==> config.mk <==
export PLATFORM = sky130hd
export DESIGN_NAME = branch_ctrl_flat
export DESIGN_NICKNAME = d
export VERILOG_FILES = /design/src/rtl/nano_rv32i_pkg.sv /design/src/rtl/branch_ctrl_if.sv /design/src/rtl/branch_cond.sv /design/src/rtl/branch_ctrl.sv /design/src/flat_wrapper.sv
export SDC_FILE = /design/constraint.sdc
export NUM_CORES = 1
export LEC_CHECK = 0
export CORE_AREA = 3 3 151 116
export CTS_CLUSTER_DIAMETER = 80
export DETAILED_ROUTE_END_ITERATION = 10
export DIE_AREA = 0 0 154 119
export PLACE_DENSITY = 0.74
export SLEW_MARGIN = 20
export SYNTH_ARGS = -nofsm -noshare
export SYNTH_HDL_FRONTEND = slang
export SYNTH_SLANG_ARGS = --single-unit
==> constraint.sdc <==
create_clock -name clk_i -period 8.5 [get_ports clk_i]
set_clock_uncertainty 0.05 [all_clocks]
set_input_delay 1.7 -clock clk_i [delete_from_list [all_inputs] [get_ports clk_i]]
set_output_delay 1.7 -clock clk_i [all_outputs]
set_load 0.01 [all_outputs]
==> src/rtl/nano_rv32i_pkg.sv <==
// Shared nano_rv32i definitions: branch funct3 codes, ALU op encodings and the
// branch_ctrl FSM state type.
package nano_rv32i_pkg;

  localparam logic [2:0] F3_BEQ  = 3'b000;
  localparam logic [2:0] F3_BNE  = 3'b001;
  localparam logic [2:0] F3_BLT  = 3'b100;
  localparam logic [2:0] F3_BGE  = 3'b101;
  localparam logic [2:0] F3_BLTU = 3'b110;
  localparam logic [2:0] F3_BGEU = 3'b111;

  localparam logic [3:0] ALU_SUB  = 4'b1000;
  localparam logic [3:0] ALU_SLT  = 4'b0010;
  localparam logic [3:0] ALU_SLTU = 4'b0011;

  typedef enum logic [2:0] {
    StIdle,
    StCmp,
    StEval,
    StRedirect,
    StResp
  } branch_ctrl_state_t;

  // 010/011 are unassigned branch encodings in RV32I.
  function automatic logic f3_branch_legal(input logic [2:0] f3);
    return (f3 != 3'b010) && (f3 != 3'b011);
  endfunction

  function automatic logic [3:0] f3_alu_op(input logic [2:0] f3);
    case (f3)
      F3_BEQ, F3_BNE:   return ALU_SUB;
      F3_BLT, F3_BGE:   return ALU_SLT;
      F3_BLTU, F3_BGEU: return ALU_SLTU;
      default:          return 4'b0000;
    endcase
  endfunction

endpackage

==> src/rtl/branch_ctrl_if.sv <==
// Request, shared-ALU, fetch-redirect and completion signals of branch_ctrl.
// The slave modport is the controller side, master is the core/fetch side.
interface branch_ctrl_if #(
  parameter int unsigned XLEN = 32
);
  logic            req_valid_i;
  logic            req_ready_o;
  logic            is_branch_i;
  logic            is_jal_i;
  logic            is_jalr_i;
  logic [2:0]      funct3_i;
  logic [XLEN-1:0] pc_i;
  logic [XLEN-1:0] imm_i;
  logic [XLEN-1:0] rs1_i;

  logic            alu_req_o;
  logic [3:0]      alu_op_o;
  logic            alu_gnt_i;
  logic            alu_zero_i;
  logic            alu_lt_i;

  logic            redirect_valid_o;
  logic [XLEN-1:0] redirect_pc_o;
  logic            redirect_ready_i;
  logic            flush_o;

  logic            done_o;
  logic            taken_o;
  logic            illegal_o;
  logic            misalign_o;
  logic            link_we_o;
  logic [XLEN-1:0] link_data_o;

  modport slave (
    input  req_valid_i, is_branch_i, is_jal_i, is_jalr_i, funct3_i, pc_i, imm_i, rs1_i,
    input  alu_gnt_i, alu_zero_i, alu_lt_i, redirect_ready_i,
    output req_ready_o, alu_req_o, alu_op_o, redirect_valid_o, redirect_pc_o, flush_o,
    output done_o, taken_o, illegal_o, misalign_o, link_we_o, link_data_o
  );

  modport master (
    output req_valid_i, is_branch_i, is_jal_i, is_jalr_i, funct3_i, pc_i, imm_i, rs1_i,
    output alu_gnt_i, alu_zero_i, alu_lt_i, redirect_ready_i,
    input  req_ready_o, alu_req_o, alu_op_o, redirect_valid_o, redirect_pc_o, flush_o,
    input  done_o, taken_o, illegal_o, misalign_o, link_we_o, link_data_o
  );

endinterface

==> src/rtl/branch_cond.sv <==
// Combinational branch taken decision from funct3 and the ALU zero/lt flags.
module branch_cond
  import nano_rv32i_pkg::*;
(
  input  logic [2:0] funct3_i,
  input  logic       zero_i,
  input  logic       lt_i,
  output logic       taken_o
);

  always_comb begin
    taken_o = 1'b0;
    case (funct3_i)
      F3_BEQ:           taken_o = zero_i;
      F3_BNE:           taken_o = ~zero_i;
      F3_BLT, F3_BLTU:  taken_o = lt_i;
      F3_BGE, F3_BGEU:  taken_o = ~lt_i;
      default:          taken_o = 1'b0;
    endcase
  end

endmodule

==> src/rtl/branch_ctrl.sv <==
// Multi-cycle branch/jump resolution: borrows the shared ALU, redirects fetch, reports done.
// Optional BRANCH_CTRL_STATS_EN adds saturating taken/not-taken branch counters.
module branch_ctrl
  import nano_rv32i_pkg::*;
#(
  parameter int unsigned XLEN           = 32,
  parameter int unsigned RESET_PC_ALIGN = 2
) (
  input  logic        clk_i,
  input  logic        rst_i,
`ifdef BRANCH_CTRL_STATS_EN
  output logic [31:0] taken_cnt_o,
  output logic [31:0] not_taken_cnt_o,
`endif
  branch_ctrl_if.slave bus
);

  localparam logic [XLEN-1:0] AlignMask = (XLEN'(1) << RESET_PC_ALIGN) - XLEN'(1);

  branch_ctrl_state_t state_q, state_d;
  logic [2:0]         funct3_q, funct3_d;
  logic [XLEN-1:0]    target_q, target_d;
  logic [XLEN-1:0]    link_q, link_d;
  logic               is_jump_q, is_jump_d;
  logic               taken_q, taken_d;
  logic               illegal_q, illegal_d;
  logic               misalign_q, misalign_d;
  logic               cond_taken;

  branch_cond u_branch_cond (
    .funct3_i (funct3_q),
    .zero_i   (bus.alu_zero_i),
    .lt_i     (bus.alu_lt_i),
    .taken_o  (cond_taken)
  );

  always_comb begin
    state_d    = state_q;
    funct3_d   = funct3_q;
    target_d   = target_q;
    link_d     = link_q;
    is_jump_d  = is_jump_q;
    taken_d    = taken_q;
    illegal_d  = illegal_q;
    misalign_d = misalign_q;

    bus.req_ready_o      = 1'b0;
    bus.alu_req_o        = 1'b0;
    bus.alu_op_o         = 4'b0000;
    bus.redirect_valid_o = 1'b0;
    bus.redirect_pc_o    = '0;
    bus.flush_o          = 1'b0;
    bus.done_o           = 1'b0;
    bus.taken_o          = 1'b0;
    bus.illegal_o        = 1'b0;
    bus.misalign_o       = 1'b0;
    bus.link_we_o        = 1'b0;
    bus.link_data_o      = '0;

    case (state_q)
      StIdle: begin
        bus.req_ready_o = 1'b1;
        if (bus.req_valid_i) begin
          funct3_d   = bus.funct3_i;
          link_d     = bus.pc_i + XLEN'(4);
          is_jump_d  = bus.is_jal_i | bus.is_jalr_i;
          taken_d    = 1'b0;
          illegal_d  = 1'b0;
          misalign_d = 1'b0;
          target_d   = bus.pc_i + bus.imm_i;
          if (bus.is_jal_i) begin
            taken_d = 1'b1;
            state_d = StRedirect;
          end else if (bus.is_jalr_i) begin
            target_d = (bus.rs1_i + bus.imm_i) & ~XLEN'(1);
            taken_d  = 1'b1;
            state_d  = StRedirect;
          end else if (bus.is_branch_i && f3_branch_legal(bus.funct3_i)) begin
            state_d = StCmp;
          end else begin
            illegal_d = 1'b1;
            state_d   = StResp;
          end
        end
      end
      StCmp: begin
        bus.alu_req_o = 1'b1;
        bus.alu_op_o  = f3_alu_op(funct3_q);
        if (bus.alu_gnt_i) begin
          state_d = StEval;
        end
      end
      StEval: begin
        taken_d = cond_taken;
        state_d = cond_taken ? StRedirect : StResp;
      end
      StRedirect: begin
        if ((target_q & AlignMask) != '0) begin
          // Misaligned target never reaches fetch.
          misalign_d = 1'b1;
          taken_d    = 1'b0;
          state_d    = StResp;
        end else begin
          bus.redirect_valid_o = 1'b1;
          bus.redirect_pc_o    = target_q;
          if (bus.redirect_ready_i) begin
            bus.flush_o = 1'b1;
            state_d     = StResp;
          end
        end
      end
      StResp: begin
        bus.done_o      = 1'b1;
        bus.taken_o     = taken_q;
        bus.illegal_o   = illegal_q;
        bus.misalign_o  = misalign_q;
        bus.link_we_o   = is_jump_q & ~misalign_q;
        bus.link_data_o = link_q;
        state_d         = StIdle;
      end
      default: state_d = StIdle;
    endcase
  end

  always_ff @(posedge clk_i) begin
    if (rst_i) begin
      state_q    <= StIdle;
      funct3_q   <= 3'b000;
      target_q   <= '0;
      link_q     <= '0;
      is_jump_q  <= 1'b0;
      taken_q    <= 1'b0;
      illegal_q  <= 1'b0;
      misalign_q <= 1'b0;
    end else begin
      state_q    <= state_d;
      funct3_q   <= funct3_d;
      target_q   <= target_d;
      link_q     <= link_d;
      is_jump_q  <= is_jump_d;
      taken_q    <= taken_d;
      illegal_q  <= illegal_d;
      misalign_q <= misalign_d;
    end
  end

`ifdef BRANCH_CTRL_STATS_EN
  logic [31:0] taken_cnt_q, not_taken_cnt_q;
  logic        count_evt;

  // A legal, non-jump request is a conditional branch.
  assign count_evt = (state_q == StResp) && !is_jump_q && !illegal_q && !misalign_q;

  always_ff @(posedge clk_i) begin
    if (rst_i) begin
      taken_cnt_q     <= '0;
      not_taken_cnt_q <= '0;
    end else if (count_evt) begin
      if (taken_q && (taken_cnt_q != 32'hFFFF_FFFF)) begin
        taken_cnt_q <= taken_cnt_q + 32'd1;
      end else if (!taken_q && (not_taken_cnt_q != 32'hFFFF_FFFF)) begin
        not_taken_cnt_q <= not_taken_cnt_q + 32'd1;
      end
    end
  end

  assign taken_cnt_o     = taken_cnt_q;
  assign not_taken_cnt_o = not_taken_cnt_q;
`endif

endmodule

==> src/flat_wrapper.sv <==
// flat-port wrapper written by rule: the top's interface ports become plain ports
module branch_ctrl_flat import nano_rv32i_pkg::*;
#(
  parameter int unsigned XLEN           = 32,
  parameter int unsigned RESET_PC_ALIGN = 2
)
  (clk_i, rst_i, bus_req_valid_i, bus_is_branch_i, bus_is_jal_i, bus_is_jalr_i, bus_funct3_i, bus_pc_i, bus_imm_i, bus_rs1_i, bus_alu_gnt_i, bus_alu_zero_i, bus_alu_lt_i, bus_redirect_ready_i, bus_req_ready_o, bus_alu_req_o, bus_alu_op_o, bus_redirect_valid_o, bus_redirect_pc_o, bus_flush_o, bus_done_o, bus_taken_o, bus_illegal_o, bus_misalign_o, bus_link_we_o, bus_link_data_o);
  branch_ctrl_if #(.XLEN(XLEN)) bus_i ();
  input  logic clk_i;
  input  logic rst_i;
  input wire logic [$bits(bus_i.req_valid_i)-1:0] bus_req_valid_i;
  input wire logic [$bits(bus_i.is_branch_i)-1:0] bus_is_branch_i;
  input wire logic [$bits(bus_i.is_jal_i)-1:0] bus_is_jal_i;
  input wire logic [$bits(bus_i.is_jalr_i)-1:0] bus_is_jalr_i;
  input wire logic [$bits(bus_i.funct3_i)-1:0] bus_funct3_i;
  input wire logic [$bits(bus_i.pc_i)-1:0] bus_pc_i;
  input wire logic [$bits(bus_i.imm_i)-1:0] bus_imm_i;
  input wire logic [$bits(bus_i.rs1_i)-1:0] bus_rs1_i;
  input wire logic [$bits(bus_i.alu_gnt_i)-1:0] bus_alu_gnt_i;
  input wire logic [$bits(bus_i.alu_zero_i)-1:0] bus_alu_zero_i;
  input wire logic [$bits(bus_i.alu_lt_i)-1:0] bus_alu_lt_i;
  input wire logic [$bits(bus_i.redirect_ready_i)-1:0] bus_redirect_ready_i;
  output wire logic [$bits(bus_i.req_ready_o)-1:0] bus_req_ready_o;
  output wire logic [$bits(bus_i.alu_req_o)-1:0] bus_alu_req_o;
  output wire logic [$bits(bus_i.alu_op_o)-1:0] bus_alu_op_o;
  output wire logic [$bits(bus_i.redirect_valid_o)-1:0] bus_redirect_valid_o;
  output wire logic [$bits(bus_i.redirect_pc_o)-1:0] bus_redirect_pc_o;
  output wire logic [$bits(bus_i.flush_o)-1:0] bus_flush_o;
  output wire logic [$bits(bus_i.done_o)-1:0] bus_done_o;
  output wire logic [$bits(bus_i.taken_o)-1:0] bus_taken_o;
  output wire logic [$bits(bus_i.illegal_o)-1:0] bus_illegal_o;
  output wire logic [$bits(bus_i.misalign_o)-1:0] bus_misalign_o;
  output wire logic [$bits(bus_i.link_we_o)-1:0] bus_link_we_o;
  output wire logic [$bits(bus_i.link_data_o)-1:0] bus_link_data_o;
  assign bus_i.req_valid_i = bus_req_valid_i;
  assign bus_i.is_branch_i = bus_is_branch_i;
  assign bus_i.is_jal_i = bus_is_jal_i;
  assign bus_i.is_jalr_i = bus_is_jalr_i;
  assign bus_i.funct3_i = bus_funct3_i;
  assign bus_i.pc_i = bus_pc_i;
  assign bus_i.imm_i = bus_imm_i;
  assign bus_i.rs1_i = bus_rs1_i;
  assign bus_i.alu_gnt_i = bus_alu_gnt_i;
  assign bus_i.alu_zero_i = bus_alu_zero_i;
  assign bus_i.alu_lt_i = bus_alu_lt_i;
  assign bus_i.redirect_ready_i = bus_redirect_ready_i;
  assign bus_req_ready_o = bus_i.req_ready_o;
  assign bus_alu_req_o = bus_i.alu_req_o;
  assign bus_alu_op_o = bus_i.alu_op_o;
  assign bus_redirect_valid_o = bus_i.redirect_valid_o;
  assign bus_redirect_pc_o = bus_i.redirect_pc_o;
  assign bus_flush_o = bus_i.flush_o;
  assign bus_done_o = bus_i.done_o;
  assign bus_taken_o = bus_i.taken_o;
  assign bus_illegal_o = bus_i.illegal_o;
  assign bus_misalign_o = bus_i.misalign_o;
  assign bus_link_we_o = bus_i.link_we_o;
  assign bus_link_data_o = bus_i.link_data_o;
  branch_ctrl #(.XLEN(XLEN), .RESET_PC_ALIGN(RESET_PC_ALIGN)) u_core (.clk_i(clk_i), .rst_i(rst_i), .bus(bus_i));
endmodule
# After elaboration in Yosys (flattened, before gate mapping)
# Cells that the tools add are included.
classes:
  n_addsub: 3
  n_eq_ne: 15
  mux: 40
  bitwise: 5
  n_reduce_logical: 16
ops:
  columns: ["cell", "count"]
  rows:
  - ["2-to-1 mux 32 bit", 5]
  - ["adder 32 bit", 2]
  - ["adder 32 x 3 -> 32 bit, second input constant", 1]
  - ["nonzero test 32 bit", 1]
  - ["2-to-1 mux 3 bit", 8]
  - ["2-to-1 mux 1 bit", 21]
  - ["== test 3 bit, second input constant", 5]
  - ["one-hot mux 3 bit (4 select lines)", 1]
  - ["one-hot mux 4 bit (3 select lines)", 1]
  - ["OR reduction 2 bit", 5]
  - ["inequality test 3 x 2 -> 1 bit, second input constant", 3]
  - ["AND reduction 3 bit", 3]
  - ["== test 3 x 1 -> 1 bit, second input constant", 2]
  - ["== test 3 x 2 -> 1 bit, second input constant", 2]
  - ["zero test 3 bit", 2]
  - ["2-to-1 mux 4 bit", 1]
  - ["inequality test 2 bit, second input constant", 2]
  - ["one-hot mux 1 bit (4 select lines)", 1]
  - ["inverter 1 bit", 3]
  - ["one-hot mux 1 bit (3 select lines)", 1]
  - ["nonzero test 3 bit", 1]
  - ["logical AND 1 bit", 2]
  - ["inequality test 2 x 1 -> 1 bit, second input constant", 1]
  - ["one-hot mux 1 bit (2 select lines)", 1]
  - ["4 further kinds", 4]
totals:
  ff_bits: 74
  inputBits: 109
  out_inout_bits: 77
  word_cells: 87

# Logic depth before layout (Yosys ltp)
depth:
  depth_word: 8
  mapped_depth: 11
  ltp_nobuf: 11

# By module
# From an unflattened synthesis, not the netlist that was laid out.
unflattened:
  hier_cells: 943
  area_unflattened_um2: 7046.8
by_module_without_submodules:
  columns: ["mod", "n_inst", "cells_per_inst", "area_each_um2", "seq_area_each_um2"]
  rows:
  - ["branch_ctrl", 1, 938, 7010.5, 1481.4]
  - ["branch_cond", 1, 5, 36.3, 0.0]

# Least setup slack after synthesis
# No wires, ideal clock.
synth_path:
  path_kind: "in2reg"
  start: "in bus_imm_i[0]"
  end: "reg u_core.target_q[30]"
  setup_time_ns: 0.133
  arrival_time_ns: 3.997
  required_ns: 8.317
  slack_ns: 4.320
  cell_stages: 11
  n_path_buf: 0
  path_cell_list: "ha_1 fa_1 a211oi_1 o211ai_1 a21oi_1 o31ai_2 a31oi_1 o21ai_1 a21boi_0 xor2_1 o221ai_1"
synth_via:
  elab_chain_len: 3
  word_cells_on_any_way: 4
  classes_between: "add/sub (2); mux (2)"
synth_rtl:
  columns: ["item", "line_no", "text"]
  rows:
  - ["start: declaration", "flat_wrapper.sv:17", "input wire logic [$bits(bus_i.imm_i)-1:0] bus_imm_i;"]
  - ["adder 32 bit (on tied branches)", "branch_ctrl.sv:70, branch_ctrl.sv:75", null]
  - ["2-to-1 mux 32 bit", "branch_ctrl.sv:74", "end else if (bus.is_jalr_i) begin"]
  - ["2-to-1 mux 32 bit (*)", "branch_ctrl.sv:71", "if (bus.is_jal_i) begin"]
  - ["end signal: assignment", "branch_ctrl.sv:138", "target_q <= target_d;"]
  - ["end: declaration", "branch_ctrl.sv:22", "logic [XLEN-1:0] target_q, target_d;"]
# Every way passes the cells marked *; elsewhere a longest branch is shown, timed or not.
# A chain may end at the register's enable or synchronous reset.

# Final worst setup path
layout_path:
  start: "in bus_pc_i[0]"
  end: "reg u_core.target_q[30]"
layout_via:
  elab_chain_len: 3
layout_rtl:
  columns: ["item", "line_no", "text"]
  rows:
  - ["start: declaration", "flat_wrapper.sv:16", "input wire logic [$bits(bus_i.pc_i)-1:0] bus_pc_i;"]
  - ["adder 32 bit (*)", "branch_ctrl.sv:70", "target_d = bus.pc_i + bus.imm_i;"]
  - ["2-to-1 mux 32 bit", "branch_ctrl.sv:74", null]
  - ["2-to-1 mux 32 bit (*)", "branch_ctrl.sv:71", null]
# Marked as above.

==> results.json <==
{
  "rows": 40,
  "cp_slowest_cell": "clkdlybuf4s50_1",
  "synth_warnings": 0,
  "rsz0062_at_grt": "no",
  "p_comb_frac": 0.455,
  "status": "completed",
  "ctsHoldBuffers": 0,
  "cts-resized-gates": 0,
  "crit_fanout": 4,
  "power.density_nw_per_um2": 182,
  "cts_sinks": 74,
  "finalCritPeriodShare": 0.562,
  "slowest_delay_ns": 0.47,
  "dr_wl_met2_microns": 9430,
  "cp-start-kind": "input port",
  "irDropWorstVdd_mv": 0.0945,
  "power_frac_clock": 0.234,
  "cts_root_buffer": "clkbuf_16",
  "arrival_ns": 4.94,
  "syn_to_final_growth_pct": 31.0,
  "cp_data_required_time_ns": 8.66,
  "portBuffers": 182,
  "post-route-min-period_ns": 4.78,
  "swShare": 0.400,
  "start_util": 0.450,
  "ant_nets": 0,
  "drv_cap": 0,
  "gp_congestion": 0.988,
  "cts_buffer_depth": 2,
  "cts_tree": "built",
  "sequentialPowerShare": 0.311,
  "leakagePower_nw": 3.86,
  "synth_area_sq_um": 7230,
  "die_width_microns": 154,
  "fill_cells": 1477,
  "drc": 0,
  "most-common-layout-cells": "clkdlybuf4s50_1, nor2_1, nand2_1, a21oi_1, dfxtp_1",
  "cts_setup_buffers": 0,
  "n_antenna_cell": 0,
  "grt_max_degree": 73,
  "setup_viol": 0,
  "first_pass_iters": 5,
  "slew_headroom": 0.463,
  "design_area_sq_um": 9470,
  "max_clock_freq_mhz": 209,
  "synth.distinct_cells": 74,
  "yosysSeqAreaShare": 0.205,
  "final.setup.worst_slack_ns": 3.72,
  "end_kind": "flop",
  "place_ws_ns": 3.47,
  "dr.first_iter.drc_count": 553,
  "hold_viol_final": 0,
  "final_layout_size_suffix_gt1_frac": 0.0441,
  "p_int_mw": 1.04,
  "route.met3.wl_microns": 1950,
  "m1WireLength_microns": 11900,
  "final_util": 0.590,
  "synthArstFlopShare": 0,
  "switchingPower_uw": 690,
  "num_io_pins": 186,
  "synthesis.instances": 976,
  "critPathKind": "input port to flop",
  "antenna_found_initial": 0,
  "slew_violations": 0,
  "hold_class": "flop to flop",
  "wl_per_cell_microns": 17.5,
  "die_y_microns": 119,
  "syn_avg_cell_area_sq_um": 7.41,
  "grt_overflow": 0,
  "placed_area_sq_um": 9160,
  "worst_slew_pin_slew_ns": 0.785,
  "via_per_inst": 5.79,
  "tns_ns": 0,
  "clk_pin_slew_worst_paths_ns": 0.06,
  "top_layer_used": "met4",
  "path_cells": "clkdlybuf4s50_1 > ha_1 > fa_1 > a211oi_1 > o211ai_1 > a21oi_1 > o31ai_2 > a31oi_1 > o21ai_1 > a21boi_0 > xor2_1 > o221ai_1",
  "grt_usage": 0.249,
  "cts_made_buffers": 9,
  "core_sq_um": 16100,
  "insertion_delay_ns": 0.34,
  "grt_pass1_wl_microns": 37500,
  "synth_edf_count": 0,
  "final_nets": 1301,
  "synth-main-ff-cell": "dfxtp_1",
  "dieArea_sq_um": 18300,
  "dpl.hpwl_microns": 18500,
  "htreeDepth": 3,
  "drt-total-wl_microns": 23600,
  "ys_ff_latch": 74,
  "layout_commonest_cell": "clkdlybuf4s50_1",
  "num_vias": 7770,
  "grt_pass1_vias": 7028
}
==> worst max-delay path, delay by kind of cell <==
family / cells / cell delay [ns]
buf+inv: 1 / 0.47
fa+ha+maj: 2 / 0.68
compound gates: 8 / 1.91
xor+xnor: 1 / 0.17
==> power groups by stage <==
| stage | sequential (mW) | combinational, mW | clock, mW |
|---|---|---|---|
| 2_1_floorplan | 0.510 | 0.549 | 0 |
| 3_3_place_gp | 0.537 | 0.765 | 0 |
| 3_5_place_dp | 0.544 | 0.773 | 0 |
| 4_1_cts | 0.536 | 0.779 | 0.408 |
| 5_1_grt | 0.552 | 0.877 | 0.421 |
| 6_report | 0.537 | 0.785 | 0.403 |
==> final timing paths <==
path                             from                   to  slack, ns  cells after the start
setup / recovery          bus_pc_i[0]  u_core.target_q[30]       3.72                     12
hold reg to reg   u_core.target_q[20]  u_core.target_q[20]       0.40                      2
setup reg to reg    u_core.state_q[2]  u_core.target_q[14]       5.48                      7
hold / removal    u_core.target_q[20]  u_core.target_q[20]       0.40                      2
==> metal layers <==
layer | GRT usage | vias up
li1 | - | 3871
met1 | 0.394 | 3558
met2 | 0.350 | 316
met3 | 0.0454 | 25
met4 | 0.0441 | 0
met5 | 0 | -
==> final cells by class <==
class | count | area, sq um | area share
clock inverter | 6 | 73.8 | 0.00779
timing repair buffer | 188 | 1860 | 0.197
multi-input combinational | 833 | 5470 | 0.577
tap | 210 | 263 | 0.0277
sequential | 74 | 1480 | 0.157
inverter | 22 | 82.6 | 0.00872
clock buffer | 10 | 239 | 0.0252
==> flip-flops by register name (all words and copies together) (netlist names) <==
signal and flops:
u_core.state_q 3, u_core.funct3_q 3, u_core.is_jump_q 1, u_core.target_q 32
u_core.link_q 32, u_core.taken_q 1, u_core.illegal_q 1, u_core.misalign_q 1
==> cell usage after synthesis (all sizes together), types with 3 or more instances <==
cell / count / area share
nand4: 7 / 0.0061
mux2i: 3 / 0.0042
o31ai: 6 / 0.0088
o221ai: 4 / 0.0048
o21a: 5 / 0.0052
inv: 22 / 0.011
a21boi: 6 / 0.0067
a21oi: 82 / 0.058
a2111oi: 3 / 0.0054
or2: 3 / 0.0026
o211ai: 9 / 0.0093
or3: 10 / 0.0087
a22oi: 3 / 0.0031
a211oi: 40 / 0.042
nand2b: 7 / 0.0061
nor3: 20 / 0.014
ha: 62 / 0.11
nor2b: 5 / 0.0043
and3: 54 / 0.047
buf: 13 / 0.011
and4: 4 / 0.0048
a211o: 3 / 0.0036
o31a: 3 / 0.0038
xor2: 38 / 0.046
nand2: 99 / 0.051
a31oi: 9 / 0.0078
nand3: 30 / 0.021
a221o: 3 / 0.0042
a21o: 26 / 0.027
nor2: 108 / 0.056
and2: 40 / 0.035
o21ai: 45 / 0.034
o22ai: 8 / 0.0069
clkbuf: 36 / 0.019
a311oi: 10 / 0.013
a41oi: 4 / 0.0074
dfxtp: 74 / 0.20
xnor2: 39 / 0.047
o21bai: 12 / 0.012
==> cells by family (layout without fill, tap and decap cells) <==
family,after synthesis,after routing,share of synthesized area
and+or+nand+nor,391,391,0.261
AOI/OAI and AO/OA,295,295,0.282
xor gates and xnor gates,77,77,0.0933
DFF,74,74,0.205
buffers and inverters,71,226,0.0414
adders and majority gates,64,64,0.113
muxes,3,3,0.00415
other,1,3,0.000519
==> stage by stage <==
stage / instances / hold slack (ns) / power [mW]
final: 1343 / 0.399 / 1.73
after global routing: 1343 / 0.431 / 1.85
after CTS: 1343 / 0.403 / 1.72
after detailed placement: 1327 / 0.395 / 1.32
after global placement: 1327 / 0.389 / 1.30
after floorplan: 978 / 0.374 / 1.06
Power figures use the tool's default switching activity.
==> variant 1 (config.mk and constraints unchanged) <==
`XLEN` is set to 32 in 3 places; all go to 16.
--- a/src/rtl/branch_ctrl_if.sv
+++ b/src/rtl/branch_ctrl_if.sv
@@ -3,3 +3,3 @@
 interface branch_ctrl_if #(
-  parameter int unsigned XLEN = 32
+  parameter int unsigned XLEN = 16
 );
--- a/src/rtl/branch_ctrl.sv
+++ b/src/rtl/branch_ctrl.sv
@@ -5,3 +5,3 @@
 #(
-  parameter int unsigned XLEN           = 32,
+  parameter int unsigned XLEN           = 16,
   parameter int unsigned RESET_PC_ALIGN = 2
--- a/src/flat_wrapper.sv
+++ b/src/flat_wrapper.sv
@@ -3,3 +3,3 @@
 #(
-  parameter int unsigned XLEN           = 32,
+  parameter int unsigned XLEN           = 16,
   parameter int unsigned RESET_PC_ALIGN = 2
Ports: changed (5 resized); port bits go from 186 to 106. The function was not compared with the original's and may differ.
==> variant 1 against the unedited design <==
Final area down 47%; power down 47%; largest cell class unchanged; worst setup slack improved by 160 ps; sequential cell count shrank 32; area after synthesis shrank 50%; final cell count shrank 42%; routed wire length down 50%; largest power group unchanged.
==> variant 1: results (changes against the unedited design) <==
[status]
status=finished clean

[worst_hold_path]
min_path_cells=2  ; unchanged
min_to=u_core.link_q[0]$_SDFFE_PP0P_
hold_path_class=register to register
hp-start=u_core.link_q[0]$_SDFFE_PP0P_

[synth]
ys_seq_area_share_pct=23.2  ; +2.7 points
async_reset_ff_share_pct=0  ; unchanged
yosys_warnings=0  ; unchanged
avgSynthCellArea_um2=7.64  ; +3.1%
synth_area_leaders=dfxtp_1, ha_1, nand2_1
synthFlopType=dfxtp_1
yosys-top-cells-count=nand2_1, nor2_1, dfxtp_1, a21oi_1, ha_1
yosysUniqueCellTypes=61  ; -18%

[critical_path]
reg2reg_to=u_core.target_q[10]$_SDFFE_PP0P_
reg2reg_from=u_core.state_q[0]$_SDFFE_PP0P_
cp_max_fo=3  ; -1
arrival_ps=2860  ; -2080 ps
path_delay_family=buffers and inverters
slowest_stage=clkdlybuf4s50_1
r2r_cells=6  ; -1
reg2reg_setup_slack_ps=5510  ; +30 ps
max_stage_delay_ps=530  ; +60 ps

[detailed_routing]
vias=3687  ; -53%
wl_mm=11.8  ; -50%
dr.pass1.iters=5  ; unchanged
wl_per_cell_um=15.2  ; -13%
drt_iter0_drc=208  ; -62%

[timing]
fin_hold_ws_ps=401  ; +1.97 ps
worstMarginPinSlew_ps=987  ; +202 ps

[layout]
antenna_cells=0  ; unchanged
largest_registers=u_core.link_q: 16 flops, u_core.target_q: 16 flops
drive_above_1_share_pct=3.37  ; -1.0 points
fillers=1696  ; +15%
final_nets=656  ; -50%

[cts]
h-tree-depth=2  ; -1
cts_buffers=5  ; -4
clock_path_buffers=2  ; unchanged
clkLatencyLatePin_ps=280  ; -60 ps
clk_pin_slew_ps=60  ; about the same
post_cts_buffers=0  ; unchanged
root_buffer=clkbuf_16
cts_resized=0  ; unchanged

[place]
dp_hpwl_mm=9.65  ; -48%
place.gp.congestion=0.854  ; -14%
place.port_buffers=102  ; -44%
dp_cells=766  ; -42%

[global_routing]
grt_pass1_vias=3495  ; -50%
antenna_found_initial=0  ; unchanged
grt_max_degree=39  ; -47%
track_usage_pct=12.2  ; -13 points
grt_pass1_wl_mm=18.2  ; -51%

[power_and_ir_drop]
max-vdd-ir-drop_mv=0.0975  ; +3.2%
p_leak_nw=1.94  ; -50%

-- variant 1: cell count changes after synthesis, moves of 22 or more --
cell / unedited run / this run
nor2_1: 108 / 46
nand2_1: 99 / 53
a21oi_1: 80 / 36
dfxtp_1: 74 / 42
ha_1: 62 / 30
and3_1: 53 / 25
a21o_1: 25 / 3
-- variant 1: cell type report --
class,count,area share (%)
multi-input combinational,402,53.2
timing repair buffer,105,20.9
sequential,42,16.8
tap,210,5.26
clock buffer,6,2.58
clock inverter,2,0.751
inverter,7,0.526
-- variant 1: tightest hold or removal path: cells and delay by family (launching register included) --
kind	cells	cell delay (ps)
and+or+nand+nor	1	50
DFF	1	300
AOI/OAI and AO/OA	1	50
-- variant 1: layer usage --
metal	share of wire, %	track usage, %
met1	48	17.0
met2	45	19.0
met3	6.1	2.87
met4	1.8	2.81
met5	0	0
-- variant 1: cell families after synthesis --
family,Yosys count,synth area share (%)
compound gates,126,23.5
flops,42,23.2
mux,2,0.553
buf+inv,32,3.77
other cells,1,0.104
simple gates,202,28.4
xor+xnor,37,8.95
fa+ha+maj,32,11.5
-- variant 1: how the worst max path moves through the flow --
stage,from,endpoint,slack (ps)
2_1_floorplan,bus_redirect_ready_i,bus_flush_o,4880
3_3_place_gp,bus_redirect_ready_i,bus_flush_o,3900
6_report,bus_redirect_ready_i,bus_flush_o,3890
4_1_cts,bus_redirect_ready_i,bus_flush_o,3880
3_5_place_dp,bus_redirect_ready_i,bus_flush_o,3880
5_1_grt,bus_redirect_ready_i,bus_flush_o,3830
-- variant 1: power by group --
part / total [W] / switching [W] / internal, W
sequential: 0.000303 / 0.0000459 / 0.000257
clock: 0.000216 / 0.0000774 / 0.000139
combinational: 0.000402 / 0.000224 / 0.000178
total: 0.000921 / 0.000348 / 0.000574
-- variant 1: metrics by stage --
step	cell area [um^2]	utilization, %	setup WS (ps)
after floorplan	3630	-	4880
after global placement	4830	30.1	3900
after detailed placement	4830	30.1	3880
after CTS	5000	31.1	3880
after global routing	5000	31.1	3830
final	5000	31.1	3890
==> variant 2 (same flow settings) <==
Without the edit above. Re-encode `branch_ctrl_state_t` (5 states) as one-hot, 5 bits wide.
--- a/src/rtl/nano_rv32i_pkg.sv
+++ b/src/rtl/nano_rv32i_pkg.sv
@@ -15,8 +15,8 @@
 
-  typedef enum logic [2:0] {
-    StIdle,
-    StCmp,
-    StEval,
-    StRedirect,
-    StResp
+  typedef enum logic [4:0] {
+    StIdle     = 5'b00001,
+    StCmp      = 5'b00010,
+    StEval     = 5'b00100,
+    StRedirect = 5'b01000,
+    StResp     = 5'b10000
   } branch_ctrl_state_t;
Check against the original RTL: same outputs for any inputs over 4 cycles, from zero or initial values and one cycle with rst_i high; so few cycles prove little.
==> variant 2 against the unedited design <==
Worst setup slack gained 40 ps; highest routed layer unchanged; routed wire length shrank 0.29%; sequential cell count grew 2; core utilization shrank 0.99 points; sequential power is essentially flat; area after synthesis shrank 2.7%; final area shrank 1.7%; critical path type unchanged; power grew 0.39%.
==> variant 2: results (changes against the unedited design) <==
[timing]
worstMarginPinSlew_ps=823  ; +37.8 ps

[detailed_routing]
wl_per_cell_um=18.0  ; +2.8%
drt_iter0_drc=555  ; +0.36%
via_per_inst=5.75  ; -0.63%

[layout]
largest_registers=u_core.link_q: 32 flops, u_core.target_q: 32 flops, u_core.state_q: 5 flops
final_nets=1261  ; -3.1%
nonClockBufferCount=189  ; +0.53%
nClkBuffers=10  ; unchanged
inv_count=13  ; -41%
multi_input_comb_cells=799  ; -4.1%
multi_input_area_share_pct=56.7  ; -1.1 points
fillers=1509  ; +2.2%
regArea_um2=1520  ; +2.6%
clk_share_pct=3.59  ; +0.28 points
drive_above_1_share_pct=3.66  ; -0.75 points
buf_share_pct=20.1  ; +0.42 points

[global_routing]
grt_pass1_wl_mm=36.8  ; -1.7%
grt_max_degree=72  ; -1.4%
track_usage_pct=24.8  ; -0.14 points
grt_pass1_vias=6842  ; -2.6%

[place]
dp_hpwl_mm=18.4  ; -0.51%
place_ws_ps=3500  ; +25.3 ps
place.gp.congestion=0.946  ; -4.3%
place.port_buffers=182  ; unchanged

[synth]
ys_seq_area_share_pct=21.6  ; +1.1 points
yosys.area_share.xor_xnor_pct=9.84  ; +0.51 points
yosys-top-cells-count=nor2_1, nand2_1, dfxtp_1, a21oi_1, and2_1
synthMuxAreaShare_pct=0.285  ; -0.13 points
synth_area_leaders=dfxtp_1, ha_1, and2_1
yosys.area_share.adder_pct=11.6  ; +0.32 points
synth_compound_area_share_pct=26.8  ; -1.3 points
yosysUniqueCellTypes=69  ; -6.8%

[cts]
post_cts_buffers=0  ; unchanged
cts_sinks=76  ; +2.7%

[critical_path]
arrival_ps=4970  ; +30 ps
cp_max_fo=5  ; +1

[power_and_ir_drop]
p_leak_nw=3.65  ; -5.2%
max-vdd-ir-drop_mv=0.106  ; +12%

[status]
status=finished clean

[variant 2: power breakdown]
group / switching [W] / internal, W
Combinational: 0.000444 / 0.000316
Clock: 0.000166 / 0.000268
Sequential: 0.0000632 / 0.000476
[variant 2: worst max-delay path: stages]
cell             delay, ps
clkdlybuf4s50_1        440
ha_1                   370
a21oi_2                360
a2111oi_2              140
o31ai_1                310
a31oi_1                180
a221o_1                390
xor2_1                 170
nor2_1                  60
a2111oi_0              640
a31o_1                 200
[variant 2: routing by layer]
layer | global-route usage, % | vias up | part of all wire, %
met5 | 0 | - | 0
li1 | - | 3714 | -
met3 | 7.23 | 27 | 10
met2 | 35.2 | 343 | 41
met4 | 4.91 | 0 | 1.3
met1 | 37.0 | 3407 | 48
[variant 2: worst paths after layout]
path / start / endpoint / slack, ps / depth (start not counted)
setup / recovery: bus_imm_i[2] / u_core.target_q[21]$_SDFFE_PP0P_ / 3770 / 11
hold / removal: u_core.target_q[13]$_SDFFE_PP0P_ / u_core.target_q[13]$_SDFFE_PP0P_ / 400 / 2
setup reg to reg: u_core.state_q[2]$_SDFFE_PP0P_ / u_core.target_q[5]$_SDFFE_PP0P_ / 5360 / 8
hold reg to reg: u_core.target_q[13]$_SDFFE_PP0P_ / u_core.target_q[13]$_SDFFE_PP0P_ / 400 / 2
[variant 2: per-stage QoR]
stage	cells	power, W	cell area [um^2]	util [%]
2_1_floorplan	937	0.00106	7040	-
3_3_place_gp	1287	0.00128	8980	55.9
3_5_place_dp	1287	0.00129	8980	55.9
4_1_cts	1303	0.00173	9310	58.0
5_1_grt	1303	0.00185	9310	58.0
6_report	1303	0.00173	9310	58.0
